===== src/rtl/issue_slot_arbiter_40.sv =====
// Round-robin issue-slot arbiter: picks one of NUM_SLOTS requesters and holds the grant until accepted.
// Optional ISSUE_ARB_PRIO_EN adds a prio_req port that restricts the scan to high-priority requesters.
module issue_slot_arbiter_40 #(
  parameter int NUM_SLOTS = 40,
  parameter int SEL_W     = 6
) (
  input  logic                 clk,
  input  logic                 rst_n,
  input  logic [NUM_SLOTS-1:0] req,
`ifdef ISSUE_ARB_PRIO_EN
  input  logic [NUM_SLOTS-1:0] prio_req,
`endif
  input  logic                 flush,
  input  logic                 out_ready,
  output logic                 grant_valid,
  output logic [SEL_W-1:0]     grant_sel,
  output logic [NUM_SLOTS-1:0] grant_onehot
);

  typedef enum logic {IDLE, HOLD} state_e;

  localparam logic [SEL_W:0]   NUM_W    = (SEL_W+1)'(NUM_SLOTS);
  localparam logic [SEL_W-1:0] LAST_IDX = SEL_W'(NUM_SLOTS - 1);

  state_e                 state_q, state_d;
  logic [SEL_W-1:0]       grant_sel_q, grant_sel_d;
  logic [NUM_SLOTS-1:0]   grant_onehot_q, grant_onehot_d;
  logic [SEL_W-1:0]       ptr_q, ptr_d;

  logic [NUM_SLOTS-1:0]   scan_vec;
  logic [SEL_W:0]         idx;
  logic [SEL_W-1:0]       win;
  logic                   found;
  logic                   load_opp;

`ifdef ISSUE_ARB_PRIO_EN
  assign scan_vec = ((prio_req & req) != '0) ? (prio_req & req) : req;
`else
  assign scan_vec = req;
`endif

  // Rotating scan from ptr+1; explicit wrap at NUM_SLOTS so indices 40..63 are never visited.
  always_comb begin
    idx   = '0;
    win   = '0;
    found = 1'b0;
    for (int unsigned i = 0; i < NUM_SLOTS; i++) begin
      idx = {1'b0, ptr_q} + (SEL_W+1)'(i + 1);
      if (idx >= NUM_W) idx = idx - NUM_W;
      if (!found && scan_vec[idx]) begin
        found = 1'b1;
        win   = idx[SEL_W-1:0];
      end
    end
  end

  assign load_opp = (state_q == IDLE) || out_ready;

  always_comb begin
    state_d        = state_q;
    grant_sel_d    = grant_sel_q;
    grant_onehot_d = grant_onehot_q;
    ptr_d          = ptr_q;
    if (flush) begin
      state_d        = IDLE;
      grant_onehot_d = '0;
    end else if (load_opp) begin
      if (found) begin
        state_d     = HOLD;
        grant_sel_d = win;
        ptr_d       = win;
        for (int unsigned i = 0; i < NUM_SLOTS; i++)
          grant_onehot_d[i] = (win == SEL_W'(i));
      end else begin
        state_d        = IDLE;
        grant_onehot_d = '0;
      end
    end
  end

  always_ff @(posedge clk or negedge rst_n) begin
    if (!rst_n) begin
      state_q        <= IDLE;
      grant_sel_q    <= '0;
      grant_onehot_q <= '0;
      ptr_q          <= LAST_IDX;
    end else begin
      state_q        <= state_d;
      grant_sel_q    <= grant_sel_d;
      grant_onehot_q <= grant_onehot_d;
      ptr_q          <= ptr_d;
    end
  end

  assign grant_valid  = (state_q == HOLD);
  assign grant_sel    = grant_sel_q;
  assign grant_onehot = grant_onehot_q;

endmodule


===== config.mk =====
export PLATFORM = sky130hd
export DESIGN_NAME = issue_slot_arbiter_40
export DESIGN_NICKNAME = d
export VERILOG_FILES = /design/src/rtl/issue_slot_arbiter_40.sv
export SDC_FILE = /design/constraint.sdc
export NUM_CORES = 1
export LEC_CHECK = 0
export ABC_AREA = 1
export CELL_PAD_IN_SITES_DETAIL_PLACEMENT = 0
export CELL_PAD_IN_SITES_GLOBAL_PLACEMENT = 1
export CORE_UTILIZATION = 46
export CTS_BUF_LIST = sky130_fd_sc_hd__clkbuf_8
export DETAILED_ROUTE_END_ITERATION = 12
export MAX_ROUTING_LAYER = met4
export PLACE_DENSITY_LB_ADDON = 0.2
export SKIP_CTS_REPAIR_TIMING = 1
export SLEW_MARGIN = 20
export SYNTH_ARGS = -nofsm -noshare
export SYNTH_HDL_FRONTEND = slang
export SYNTH_SLANG_ARGS = --single-unit

===== constraint.sdc =====
create_clock -name clk -period 9.7 [get_ports clk]
set_input_delay 2.91 -clock clk [delete_from_list [all_inputs] [get_ports clk]]
set_output_delay 2.91 -clock clk [all_outputs]
set_load 0.005 [all_outputs]

==> flow_summary.yaml, run 1 <==
worst_setup_path:
  cpMostUsedCell: "nor2_4"
  cp.depth: 37
  end_kind: "flip-flop"
  required_ns: 9.90
  critPathLaunchType: "input port"
  reg2reg_setup_slack_ns: 1.22
  crit_type: "input port to flip-flop"
  worstSetupEndpoint: "grant_onehot[28]"
  rr_worst_depth: 40
  critPathArrivalTime_ns: 8.90
  cpPeakStageDelay_ns: 0.42
  rr_endpoint: "grant_onehot[2]"
  crit_slowest_cell: "clkdlybuf4s50_1"
  worst-path-buf-inv: 2
  cp_top_family: "simple AND/OR/NAND/NOR gates"
  cp-startpoint: "req[12]"
  cp_max_fo: 14
  regToRegStartpoint: "ptr_q[2]"
yosys:
  yosys.area_share.xor_xnor: 0.0531
  async_reset_ff_frac: 1.00
  synth_nets: 2377
  ys_types: 65
  synth-edff-count: 0
  synth-seq-cells: 51
  yosys_warnings: 0
  synth.area.mux_share: 0.00493
  synth_simple_gate_area_frac: 0.492
  syn_area_um2: 12700
  syn_inst: 2268
  synth_top_family_by_area: "simple AND/OR/NAND/NOR gates"
  ys.flop_type: "dfrtp_1"
  synth_compound_area_frac: 0.168
  yosysSeqAreaShare: 0.101
  syn_area_per_cell_um2: 5.60
  synthAdderAreaFrac: 0.0646
route:
  vias: 16200
  first_pass_iters: 6
  drc: 0
  ant_nets: 0
  drt_wl_total_mm: 58.3
  vias_per_cell: 6.04
  avgRoutedWirePerCell_um: 21.8
  drtIter0Drc: 1949
clocking:
  cts_tree: "built"
  htree_levels: 2
  cts_inserted_buffers: 5
  clock_latency_ns: 0.31
  clock_path_buffers: 2
  cts_sinks: 51
  root_buffer: "clkbuf_8"
  clk_pin_slew_ns: 0.10
timing:
  hold_viol_final: 0
  slew_headroom: 0.233
  fin_skew_ns: 0.0111
  tightest_slew_ns: 1.14
  post-route-period-util: 0.897
  max_freq_ghz: 0.115
  slew_viol_final: 0
  fin_tns_setup_ns: 0
  finalCriticalPeriod_ns: 8.70
  rsz0062_at_grt: "false"
  finalSetupViolations: 0
place:
  io_buffers: 90
  gp_congestion: 1.11
  detailed_place_hpwl_mm: 47.1
global_routing:
  grt_max_degree: 57
  antenna_found_initial: 1
  track_usage: 0.418
  grt_pass1_wl_mm: 87.0
  grt-ovfl-total: 0
  grt_pass1_vias: 14300
die:
  io_pins: 91
  dieArea_um2: 28300
  initial_core_util: 0.470
  core_um2: 27000
  die_x_um: 168
  num_rows: 60
  die_h_um: 168
worst_hold_path:
  hold_class: "flip-flop to flip-flop"
  worstHoldStart: "grant_onehot[20]"
  holdPathStages: 2
cells_and_area:
  layout.nets: 2439
  area_delta_synth_final_pct: 10.0
  nFillCells: 2944
  final_layout_size_suffix_gt1_frac: 0.0802
run:
  drv_cap: 0
run_status:
  status: "finished, final reports clean"
worst min-delay path, stage by stage (launching register included):
cell     delay [ns]
dfrtp_1        0.36
nand2_1        0.05
nand2_1        0.05
per-layer routing:
layer	up-vias	GRT usage	share of wire
met5	-	-	0
li1	7587	-	-
met3	173	0.0463	0.10
met4	0	0.196	0.055
met2	911	0.641	0.43
met1	7486	0.551	0.41
worst min-delay path by stage:
stage / end / slack (ns)
global placement: grant_onehot[22] / 0.47
global route: grant_onehot[30] / 0.53
floorplan: grant_onehot[17] / 0.47
detailed placement: grant_onehot[4] / 0.47
CTS: grant_onehot[20] / 0.50
finish: grant_onehot[20] / 0.49
kinds of logic after synthesis:
logic type,count (synthesis)
flops,51
mux,6
buf+inv,356
fa+ha+maj,65
simple gates,1340
xor+xnor,71
compound gates,379
sequential cells by signal (all words and copies together) (netlist names):
signal        cells
grant_onehot     40
grant_sel         6
grant_valid       1
ptr_q             4
per-stage QoR:
stage / utilization / hold WS [ns] / cell area, um^2 / worst slack [ns] / instances
3_3_place_gp: 0.513 / 0.466 / 13900 / 0.804 / 2664
2_1_floorplan: - / 0.472 / 12700 / 2.55 / 2268
3_5_place_dp: 0.513 / 0.469 / 13900 / 0.758 / 2664
6_report: 0.517 / 0.494 / 14000 / 0.999 / 2673
5_1_grt: 0.517 / 0.530 / 14000 / 0.436 / 2673
4_1_cts: 0.517 / 0.496 / 14000 / 1.08 / 2672
area by class of cell:
type | count | area [um^2] | share of cell area
antenna | 1 | 2.50 | 0.000179
clock buffer | 5 | 68.8 | 0.00493
clock inverter | 3 | 27.5 | 0.00197
inverter | 289 | 1090 | 0.0779
multi-input combinational | 1861 | 9940 | 0.711
sequential | 51 | 1280 | 0.0917
tap | 341 | 427 | 0.0305
timing repair buffer | 122 | 1140 | 0.0815
placed cells by master, fill, tap and decap left out, drive strengths merged, types with 17 or more instances in the layout:
cell	n
a21oi	70
o21ai	226
ha	64
xor2	66
inv	289
o211ai	17
clkdlybuf4s50	89
nand2	708
o21a	20
nor2	226
nand3	259
buf	33
dfrtp	47
nand4	90
nor3	25
synth_stat cells, types with 5 or more instances:
cell      number  area, um^2
clkbuf_1      19        71.3
nor2_4        14         158
nand3b_1      10        75.1
a21oi_1       67         335
nand2_1      677        2540
nor2_1       198         743
buf_6          8        90.1
nand4_4        8         170
o21ai_1       61         305
ha_1          64         801
a211oi_1       6        45.0
inv_2         20        75.1
o21bai_1       5        37.5
nand4_2        8         100
dfrtp_1       47        1180
nand4_1       74         463
nor2_2        12        75.1
nand3_2       11         110
inv_1        267        1000
or2_2         11        68.8
nand2_2       28         175
o22ai_1        5        31.3
xor2_1        62         543
buf_1          6        22.5
xnor2_1        5        43.8
o31ai_1        9        67.6
buf_4         10        75.1
nand3_1      246        1230
o211ai_1      17         128
a21o_1         5        37.5
o21a_1        20         150
buf_2         22         110
o21ai_0      161         806
nor3_1        21         105
Power of run 1 is not shown: default switching activity piles up to over one toggle a cycle in this logic, so the estimate is an artifact.
==> run 2, diff against run 1 <==
CORE_ASPECT_RATIO = 0.8   (was unset)
CORE_UTILIZATION = 45   (was 46)
==> flow_summary.yaml, run 2 (synthesis gave the netlist of run 1 again) <==
cells_and_area:
  layout.nets: 2438
  mostFrequentLayoutCell: "nand2_1"
  final_layout_size_suffix_gt1_frac: 0.0794
  seq_area_um2: 1280
  nFillCells: 2922
  largest_reg_flops: 40
  most-common-layout-cells: "nand2_1 (677), inv_1 (268), nand3_1 (246)"
  fin_area_um2: 14000
  multi_input_area_um2: 9940
  area_delta_synth_final_pct: 10.2
global_routing:
  grt_pass1_wl_mm: 88.5
  grt_use_met1: 0.597
  grt_use_met2: 0.548
  track_usage: 0.418
  antenna_found_initial: 4
  grt_max_degree: 57
  grt.busiest_layer: "met1"
  grt_pass1_vias: 13900
  gr-usage-met3: 0.142
  grt-ovfl-total: 0
route:
  vias_per_cell: 6.00
  drt_wl_total_mm: 60.0
  avgRoutedWirePerCell_um: 22.2
  drc: 0
  first_pass_iters: 6
  ant_nets: 0
  drtIter0Drc: 2235
  vias: 16200
worst_hold_path:
  hold_class: "flip-flop to flip-flop"
  worstHoldStart: "grant_onehot[36]"
  holdPathEnd: "grant_onehot[36]"
  holdPathStages: 2
worst_setup_path:
  rr_worst_depth: 40
  regToRegStartpoint: "ptr_q[0]"
  cpPeakStageDelay_ns: 0.46
  crit_type: "input port to flip-flop"
  critPathArrivalTime_ns: 9.09
  crit_slowest_cell: "o21ai_0"
  critPathLaunchType: "input port"
  end_kind: "flip-flop"
  required_ns: 9.91
  reg2reg_setup_slack_ns: 1.38
  cp_max_fo: 13
  rr_endpoint: "grant_onehot[9]"
timing:
  slew_headroom: 0.200
  tightest_slew_ns: 1.19
  whs_ns: 0.488
  post-route-period-util: 0.915
  hold_viol_final: 0
  finalSetupViolations: 0
  max_freq_ghz: 0.113
  fin_tns_setup_ns: 0
  rsz0062_at_grt: "false"
  layout_setup_ws_ns: 0.822
  finalCriticalPeriod_ns: 8.88
  slew_viol_final: 0
  fin_skew_ns: 0.0102
die:
  die_x_um: 190
  dieArea_um2: 28900
  io_pins: 91
  die_h_um: 152
  num_rows: 54
  initial_core_util: 0.462
  core_um2: 27500
clocking:
  clock_latency_ns: 0.31
  root_buffer: "clkbuf_8"
  cts_tree: "built"
  clk_pin_slew_ns: 0.10
  cts_sinks: 51
  clock_path_buffers: 2
  cts_inserted_buffers: 5
  htree_levels: 2
run:
  drv_cap: 0
place:
  gp_congestion: 1.07
  pre_cts_slack_ns: 0.691
  detailed_place_hpwl_mm: 48.5
  placed_area_um2: 13900
  io_buffers: 90
run_status:
  status: "finished, final reports clean"
run 2: layer usage:
layer  wire, um  share of wire
met1      26500           0.44
met2      22800           0.38
met3       8780           0.15
met4       1910          0.032
met5          0              0
run 2: through the flow:
step / instances / utilization
6_report: 2697 / 0.509
5_1_grt: 2697 / 0.509
4_1_cts: 2694 / 0.508
3_5_place_dp: 2686 / 0.505
3_3_place_gp: 2686 / 0.505
2_1_floorplan: 2268 / -
run 2: final cells by class:
| cell class | count | area share |
|---|---|---|
| Antenna cell | 3 | 0.000537 |
| Clock buffer | 5 | 0.00492 |
| Clock inverter | 3 | 0.00143 |
| Inverter | 289 | 0.0778 |
| Multi-Input combinational cell | 1861 | 0.710 |
| Sequential cell | 51 | 0.0916 |
| Tap cell | 364 | 0.0326 |
| Timing Repair Buffer | 121 | 0.0807 |
run 2: worst max path at each step:
| stage | start | end | slack (ns) | cells after the start |
|---|---|---|---|---|
| 2_1_floorplan | req[17] | grant_onehot[2] | 2.55 | 38 |
| 3_3_place_gp | req[12] | grant_onehot[10] | 0.65 | 37 |
| 3_5_place_dp | req[12] | grant_onehot[10] | 0.69 | 37 |
| 4_1_cts | req[12] | grant_onehot[10] | 1.02 | 37 |
| 5_1_grt | req[12] | grant_onehot[18] | 0.41 | 37 |
| 6_report | req[12] | grant_onehot[9] | 0.82 | 37 |
run 2: worst max-delay path, delay by kind of cell:
| family | cells | cell delay [ns] |
|---|---|---|
| AND/OR/NAND/NOR | 34 | 5.18 |
| buffers and inverters | 1 | 0.43 |
| AO/OA/AOI/OAI | 2 | 0.55 |
Power of run 2 is left out for the same reason.
==> run 3, diff against run 2 <==
--- a/config.mk
+++ b/config.mk
@@ -10,4 +10,5 @@
 export CELL_PAD_IN_SITES_GLOBAL_PLACEMENT = 1
 export CORE_ASPECT_RATIO = 0.8
+export CORE_MARGIN = 5
 export CORE_UTILIZATION = 45
 export CTS_BUF_LIST = sky130_fd_sc_hd__clkbuf_8
@@ -15,5 +16,4 @@
 export MAX_ROUTING_LAYER = met4
 export PLACE_DENSITY_LB_ADDON = 0.2
-export SKIP_CTS_REPAIR_TIMING = 1
 export SLEW_MARGIN = 20
 export SYNTH_ARGS = -nofsm -noshare
==> constraint.sdc (replaced) <==
create_clock -name clk -period 9.7 [get_ports clk]
set_input_delay 2.91 -clock clk [delete_from_list [all_inputs] [get_ports clk]]
set_output_delay 2.91 -clock clk [all_outputs]
set_load 0.1 [all_outputs]
==> flow_summary.yaml, run 3 (synthesis gave the netlist of run 1 again) <==
cells_and_area:
  final_layout_size_suffix_gt1_frac: 0.0810
  final_core_util: 0.499
  seq_area_um2: 1280
  area_delta_synth_final_pct: 10.4
  most-common-layout-cells: "nand2_1 (677), inv_1 (267), nand3_1 (246)"
  multi_input_area_um2: 9940
  fin_cells: 2705
  layout.nets: 2441
  largest_reg_flops: 40
  mostFrequentLayoutCell: "nand2_1"
  nFillCells: 3048
timing:
  finalSetupViolations: 0
  fin_skew_ns: 0.0126
  max_freq_ghz: 0.113
  slew_viol_final: 0
  slew_headroom: 0.186
  post-route-period-util: 0.910
  tightest_slew_ns: 1.21
  rsz0062_at_grt: "false"
  fin_tns_setup_ns: 0
  finalCriticalPeriod_ns: 8.83
  hold_viol_final: 0
  whs_ns: 0.495
global_routing:
  grt_pass1_wl_mm: 92.8
  track_usage: 0.395
  grt-ovfl-total: 0
  grt_pass1_vias: 14400
  antenna_found_initial: 2
  grt_max_degree: 57
worst_setup_path:
  cpPeakStageDelay_ns: 0.44
  crit_type: "input port to flip-flop"
  crit_slowest_cell: "o21ai_0"
  critPathArrivalTime_ns: 9.03
  reg2reg_setup_slack_ns: 1.47
  critPathLaunchType: "input port"
  cp_max_fo: 14
  end_kind: "flip-flop"
  required_ns: 9.91
clocking:
  cts_setup_buffers: 0
  clock_path_buffers: 2
  holdBufCountCts: 0
  htree_levels: 2
  root_buffer: "clkbuf_8"
  clock_latency_ns: 0.33
  cts_sinks: 51
  post_cts_resize_count: 0
  cts_tree: "built"
  cts_inserted_buffers: 5
  clk_pin_slew_ns: 0.11
place:
  gp_congestion: 1.07
  detailed_place_hpwl_mm: 51.6
  numPlacedInstances: 2695
  io_buffers: 90
run_status:
  status: "finished, final reports clean"
die:
  core_um2: 28100
  die_x_um: 198
  num_rows: 55
  initial_core_util: 0.452
  io_pins: 91
  dieArea_um2: 31700
  die_h_um: 160
run:
  drv_cap: 0
route:
  drc: 0
  drt_wl_total_mm: 63.4
  drtIter0Drc: 2524
  first_pass_iters: 6
  vias: 16400
  ant_nets: 0
  vias_per_cell: 6.04
  avgRoutedWirePerCell_um: 23.4
worst_hold_path:
  hold_class: "flip-flop to flip-flop"
## run 3: routing by layer
| layer | up-vias | track usage | wire [um] |
|---|---|---|---|
| met3 | 139 | 0.105 | 8340 |
| met2 | 1019 | 0.522 | 24600 |
| met4 | 0 | 0.115 | 2260 |
| met5 | - | - | 0 |
| li1 | 7589 | - | - |
| met1 | 7604 | 0.582 | 28200 |
## run 3: worst paths after layout
check	to	startpoint	cells past startpoint
hold reg to reg	grant_onehot[37]	grant_onehot[37]	2
setup / recovery	grant_onehot[19]	req[12]	37
setup reg to reg	grant_onehot[19]	ptr_q[0]	40
min in group asynchronous	grant_onehot[32]	rst_n	2
max in group asynchronous	grant_onehot[19]	rst_n	2
hold / removal	grant_onehot[37]	grant_onehot[37]	2
## run 3: critical path, delay by kind of cell
family / cells / cell delay [ns]
compound gates: 2 / 0.52
simple gates: 33 / 5.04
buf+inv: 2 / 0.54
## run 3: cell type report
cell class              instances  area share
flip-flops and latches         51      0.0914
diodes                          2    0.000357
repair buffers                124      0.0821
well taps                     370      0.0330
clock inverters                 3     0.00161
multi-input cells            1861       0.709
clock buffers                   5     0.00491
inverters                     289      0.0777
## run 3: metrics by stage
step	instance area (um^2)	worst slack (ns)
2_1_floorplan	12700	2.54
3_3_place_gp	13900	0.755
3_5_place_dp	13900	0.742
4_1_cts	14000	1.07
5_1_grt	14000	0.314
6_report	14000	0.875
Power of run 3 is left out for the same reason.
